`config.mk`:
```
export PLATFORM = sky130hd
export DESIGN_NAME = mld_7_4_decoder
export DESIGN_NICKNAME = d
export VERILOG_FILES = /design/src/rtl/mld_7_4_pkg.sv /design/src/rtl/mld_7_4_majority_gate.sv /design/src/rtl/mld_7_4_decoder.sv
export SDC_FILE = /design/constraint.sdc
export NUM_CORES = 1
export LEC_CHECK = 0
export CAP_MARGIN = 20
export CORE_MARGIN = 3
export CORE_UTILIZATION = 35
export CTS_CLUSTER_SIZE = 25
export DETAILED_ROUTE_END_ITERATION = 10
export GPL_TIMING_DRIVEN = 1
export PLACE_DENSITY = 0.6
export SYNTH_ARGS = -nofsm -noshare
export SYNTH_HDL_FRONTEND = slang
export SYNTH_SLANG_ARGS = --single-unit
```
`constraint.sdc`:
```
create_clock -name clk -period 1.64 [get_ports clk]
set_input_delay 0.328 -clock clk [delete_from_list [all_inputs] [get_ports clk]]
set_output_delay 0.328 -clock clk [all_outputs]
set_load 0.01 [all_outputs]
```
`src/rtl/mld_7_4_pkg.sv`:
```
// Shared constants, check-sum masks and FSM state type for the (7,4) cyclic
// Hamming majority-logic decoder. Vectors use bit order [0:6], where bit i is
// the coefficient of x^i.
package mld_7_4_pkg;

    localparam int N = 7;

    // Check sums orthogonal on b6: each mask includes b6. Every other
    // position appears in exactly two of the four masks.
    localparam logic [0:N-1] CHK1 = 7'b0010111;  // b2 b4 b5 b6
    localparam logic [0:N-1] CHK2 = 7'b1001011;  // b0 b3 b5 b6
    localparam logic [0:N-1] CHK3 = 7'b1100101;  // b0 b1 b4 b6
    localparam logic [0:N-1] CHK4 = 7'b0111001;  // b1 b2 b3 b6

    typedef enum logic [1:0] {
        IDLE   = 2'd0,
        LOAD   = 2'd1,
        DECODE = 2'd2,
        DONE   = 2'd3
    } state_t;

    function automatic logic check_sum(input logic [0:N-1] word,
                                       input logic [0:N-1] mask);
        return ^(word & mask);
    endfunction

endpackage

```
`src/rtl/mld_7_4_majority_gate.sv`:
```
// Majority gate: four parity checks on the current buffer followed by a
// 3-of-4 vote. The vote is high only when b6 is the erroneous position. A
// single error elsewhere disturbs only two of the four sums.
module mld_7_4_majority_gate
    import mld_7_4_pkg::*;
(
    input  logic [0:N-1] buffer,
    output logic         error_value
);

    logic a1, a2, a3, a4;

    // Parity checks and majority vote.
    always_comb begin
        a1 = check_sum(buffer, CHK1);
        a2 = check_sum(buffer, CHK2);
        a3 = check_sum(buffer, CHK3);
        a4 = check_sum(buffer, CHK4);
        error_value = (a1 & a2 & a3) | (a1 & a2 & a4) |
                      (a1 & a3 & a4) | (a2 & a3 & a4);
    end

endmodule

```
`src/rtl/mld_7_4_decoder.sv`:
```
// Serial-in majority-logic decoder for the cyclic (7,4) Hamming code with
// g(x) = 1 + x + x^3. The decoder shifts in seven received bits, then
// rotates the word seven times. On each rotation it corrects the bit that
// is leaving b6.
//
//  state  | meaning
//  -------+-----------------------------------------------------------
//  IDLE   | after reset; buffer holds zeros
//  LOAD   | shifting received bits in while load=1
//  DECODE | one cyclic shift per clock, b6 corrected on its way to b0
//  DONE   | corrected word held on decoded_vector
module mld_7_4_decoder
    import mld_7_4_pkg::*;
(
    input  logic         clk,
    input  logic         reset,
    input  logic         load,
    input  logic         received_bit_stream,
    output logic [0:6]   decoded_vector
);

    state_t       state, state_next;
    logic [0:N-1] buffer, buffer_next;
    logic [2:0]   counter, counter_next;
    logic         error_value;

    mld_7_4_majority_gate u_majority (
        .buffer      (buffer),
        .error_value (error_value)
    );

    assign decoded_vector = buffer;

    // Register update. Reset takes priority over everything else.
    always_ff @(posedge clk) begin
        if (reset) begin
            state   <= IDLE;
            buffer  <= '0;
            counter <= '0;
        end else begin
            state   <= state_next;
            buffer  <= buffer_next;
            counter <= counter_next;
        end
    end

    // Next state, buffer and counter. A load in any state restarts the
    // word. This includes a load that arrives mid-decode.
    always_comb begin
        state_next   = state;
        buffer_next  = buffer;
        counter_next = counter;
        if (load) begin
            state_next   = LOAD;
            buffer_next  = {buffer[1:N-1], received_bit_stream};
            counter_next = '0;
        end else begin
            case (state)
                LOAD: begin
                    state_next   = DECODE;
                    counter_next = '0;
                end
                DECODE: begin
                    // Multiply by x modulo x^7-1. The bit wrapping into b0 is corrected.
                    buffer_next  = {buffer[N-1] ^ error_value, buffer[0:N-2]};
                    counter_next = counter + 3'd1;
                    if (counter == 3'(N - 1))
                        state_next = DONE;
                end
                default: begin
                end
            endcase
        end
    end

endmodule

```
==> impl_metrics.yaml <==
outcome:
  outcome: "finished clean"
layout:
  final_cell_mix: "nor2_1, a21oi_1, clkdlybuf4s50_1"
  fin_nets: 112
  diodes: 0
  fin_area_um2: 967
  instances_no_fill: 130
  drive_gt1_share_pct: 20.4
  utilization_pct: 48.3
  syn2layout_area_growth_pct: 28.8
  final_common_cell: "nor2_1"
clock_network:
  cts_buffer_depth: 2
  h-tree-depth: 1
  numCtsBuffers: 3
  cts_sinks: 12
  clk_latency_ns: 0.27
  clk_pin_slew_ns: 0.08
  cts_tree: "yes"
  cts_root_buf: "clkbuf_4"
worst_setup_path:
  start_kind: "register"
  cp_max_fo: 4
  cp_cell_sequence: "clkdlybuf4s50_1"
  crit_path_end_kind: "output port"
  slowest_delay_ns: 0.57
  cp_top_family: "buffers and inverters"
  path_buf_inv: 1
  startpoint: "decoded_vector[5]"
  cp.required_ns: 1.31
  crit_type: "reg -> out"
  critPathArrivalTime_ns: 1.25
  slowest_stage: "clkdlybuf4s50_1"
  reg2reg_from: "state[0]"
global_routing:
  grt_pass1_wl_um: 2610
  overflow: 0
  grt_max_degree: 11
  globalRouteTotalUtil_pct: 13.0
  antenna_found_initial: 0
  first_global_vias: 630
die:
  dieWidth_um: 52.3
  start_util_pct: 37.5
  rows: 16
  core_area_um2: 2000
  die_h_um: 52.3
  ioPinCount: 11
  dieArea_um2: 2740
sta:
  worstMarginPinSlew_ns: 0.307
  slew_viol_final: 0
  period_share_pct: 96.3
  min_period_ns: 1.58
  rsz0062_at_grt: "no"
  max_slew_margin_pct: 79.5
  fin_ws_ns: 0.0607
  fmax_mhz: 633
  fin_skew_ns: 0.000933
  finalSetupViolCount: 0
  hold_viol: 0
yosys:
  ys_seq_area_share_pct: 32.0
  ys_ff_latch: 12
  synth_cells: 87
  syn_area_per_cell_um2: 8.63
  syn_area_um2: 751
  yosysUniqueCellTypes: 26
  synth_nets: 95
  yosysWarnings: 0
power:
  ir_drop_uv: 355
  p_leak_nw: 0.388
  p_per_area_nw_per_um2: 648
  p_total_w: 0.000627
placed_design:
  dp_cells: 126
  gp_congestion: 0.761
  place_ws_ns: -0.0195
  place_hpwl_um: 1130
  place_area_um2: 918
  numPortBuffers: 10
route:
  avgViaCountPerCell: 4.74
  post_drt_wl_per_cell_um: 11.5
  drc: 0
  dr.pass1.iters: 2
  vias: 616
  ant_nets: 0
  route.final.wire_length_um: 1490
  drt_iter0_drc: 8
run:
  max_cap_violations: 0
min_path:
  hold_path_class: "reg -> reg"
  hp-start: "counter[2]"
-- metal layers --
metal	vias up	share of wire [%]	track usage (%)
met2	5	49	21.5
met3	2	1.5	1.99
li1	326	-	-
met4	0	1.1	8.09
met1	283	49	15.4
met5	-	0	0
-- stage by stage --
| stage | hold WS, ns | setup TNS, ns |
|---|---|---|
| 2_1_floorplan | 0.465 | 0 |
| 3_3_place_gp | 0.517 | 0 |
| 3_5_place_dp | 0.489 | -0.0195 |
| 4_1_cts | 0.511 | 0 |
| 5_1_grt | 0.525 | 0 |
| 6_report | 0.500 | 0 |
-- timing repair --
| item | 4_1_cts | 5_1_grt |
|---|---|---|
| setup buffers | 0 | 0 |
| gates resized for setup | 2 | 6 |
| setup endpoints to repair | 2 | 5 |
| hold buffers | 0 | 0 |
-- synth_stat cells (all sizes together) --
library cell  number  area (um2)
nor2              19        71.3
dfxtp             12         240
a21oi             10        50.1
mux2i              8        92.6
xnor2              5        58.8
ha                 4        50.1
buf                3        15.0
clkbuf             3        11.3
inv                3        11.3
nor2b              3        18.8
a21boi             2        15.0
nand3              2        10.0
nor3               2        10.0
or3b               2        17.5
a31oi              1        6.26
and2b              1        7.51
nand2b             1        6.26
nand4              1        6.26
nor3b              1        7.51
nor4b              1        8.76
o21ai              1        5.00
xnor3              1        22.5
xor2               1        8.76
-- report_power, final --
part / switching, W / internal (W)
Clock: 0.000105 / 0.000135
Combinational: 0.0000393 / 0.0000435
Sequential: 0.00000649 / 0.000298
-- flip-flops by register name, summed over array words and instances (netlist names) --
signal          count
counter             3
state               2
decoded_vector      7
-- cell families (layout without fill, tap and decap cells) --
| kind of cell | Yosys count | after routing | synth area share (%) |
|---|---|---|---|
| buffers and inverters | 9 | 25 | 5.00 |
| AND/OR/NAND/NOR | 33 | 33 | 21.8 |
| multiplexers | 8 | 8 | 12.3 |
| XOR/XNOR | 7 | 7 | 12.0 |
| flip-flops | 12 | 12 | 32.0 |
| adder cells (fa/ha/maj) | 4 | 4 | 6.67 |
| AO/OA/AOI/OAI | 14 | 14 | 10.2 |
-- path summary, 6_finish.rpt --
path | to | slack, ns | depth (start not counted)
worst max-delay path | decoded_vector[5] | 0.06 | 1
worst max register to register | counter[2] | 0.09 | 5
worst min register to register | counter[2] | 0.50 | 2
worst min-delay path | counter[2] | 0.50 | 2
-- area by class of cell --
type,count,area [um2]
repair buffers,18,163
inverters,3,11.3
well taps,27,33.8
flip-flops and latches,12,246
fillers,203,1030
multi-input cells,66,477
clock buffers,4,36.3
(Power assumes the default switching activity.)
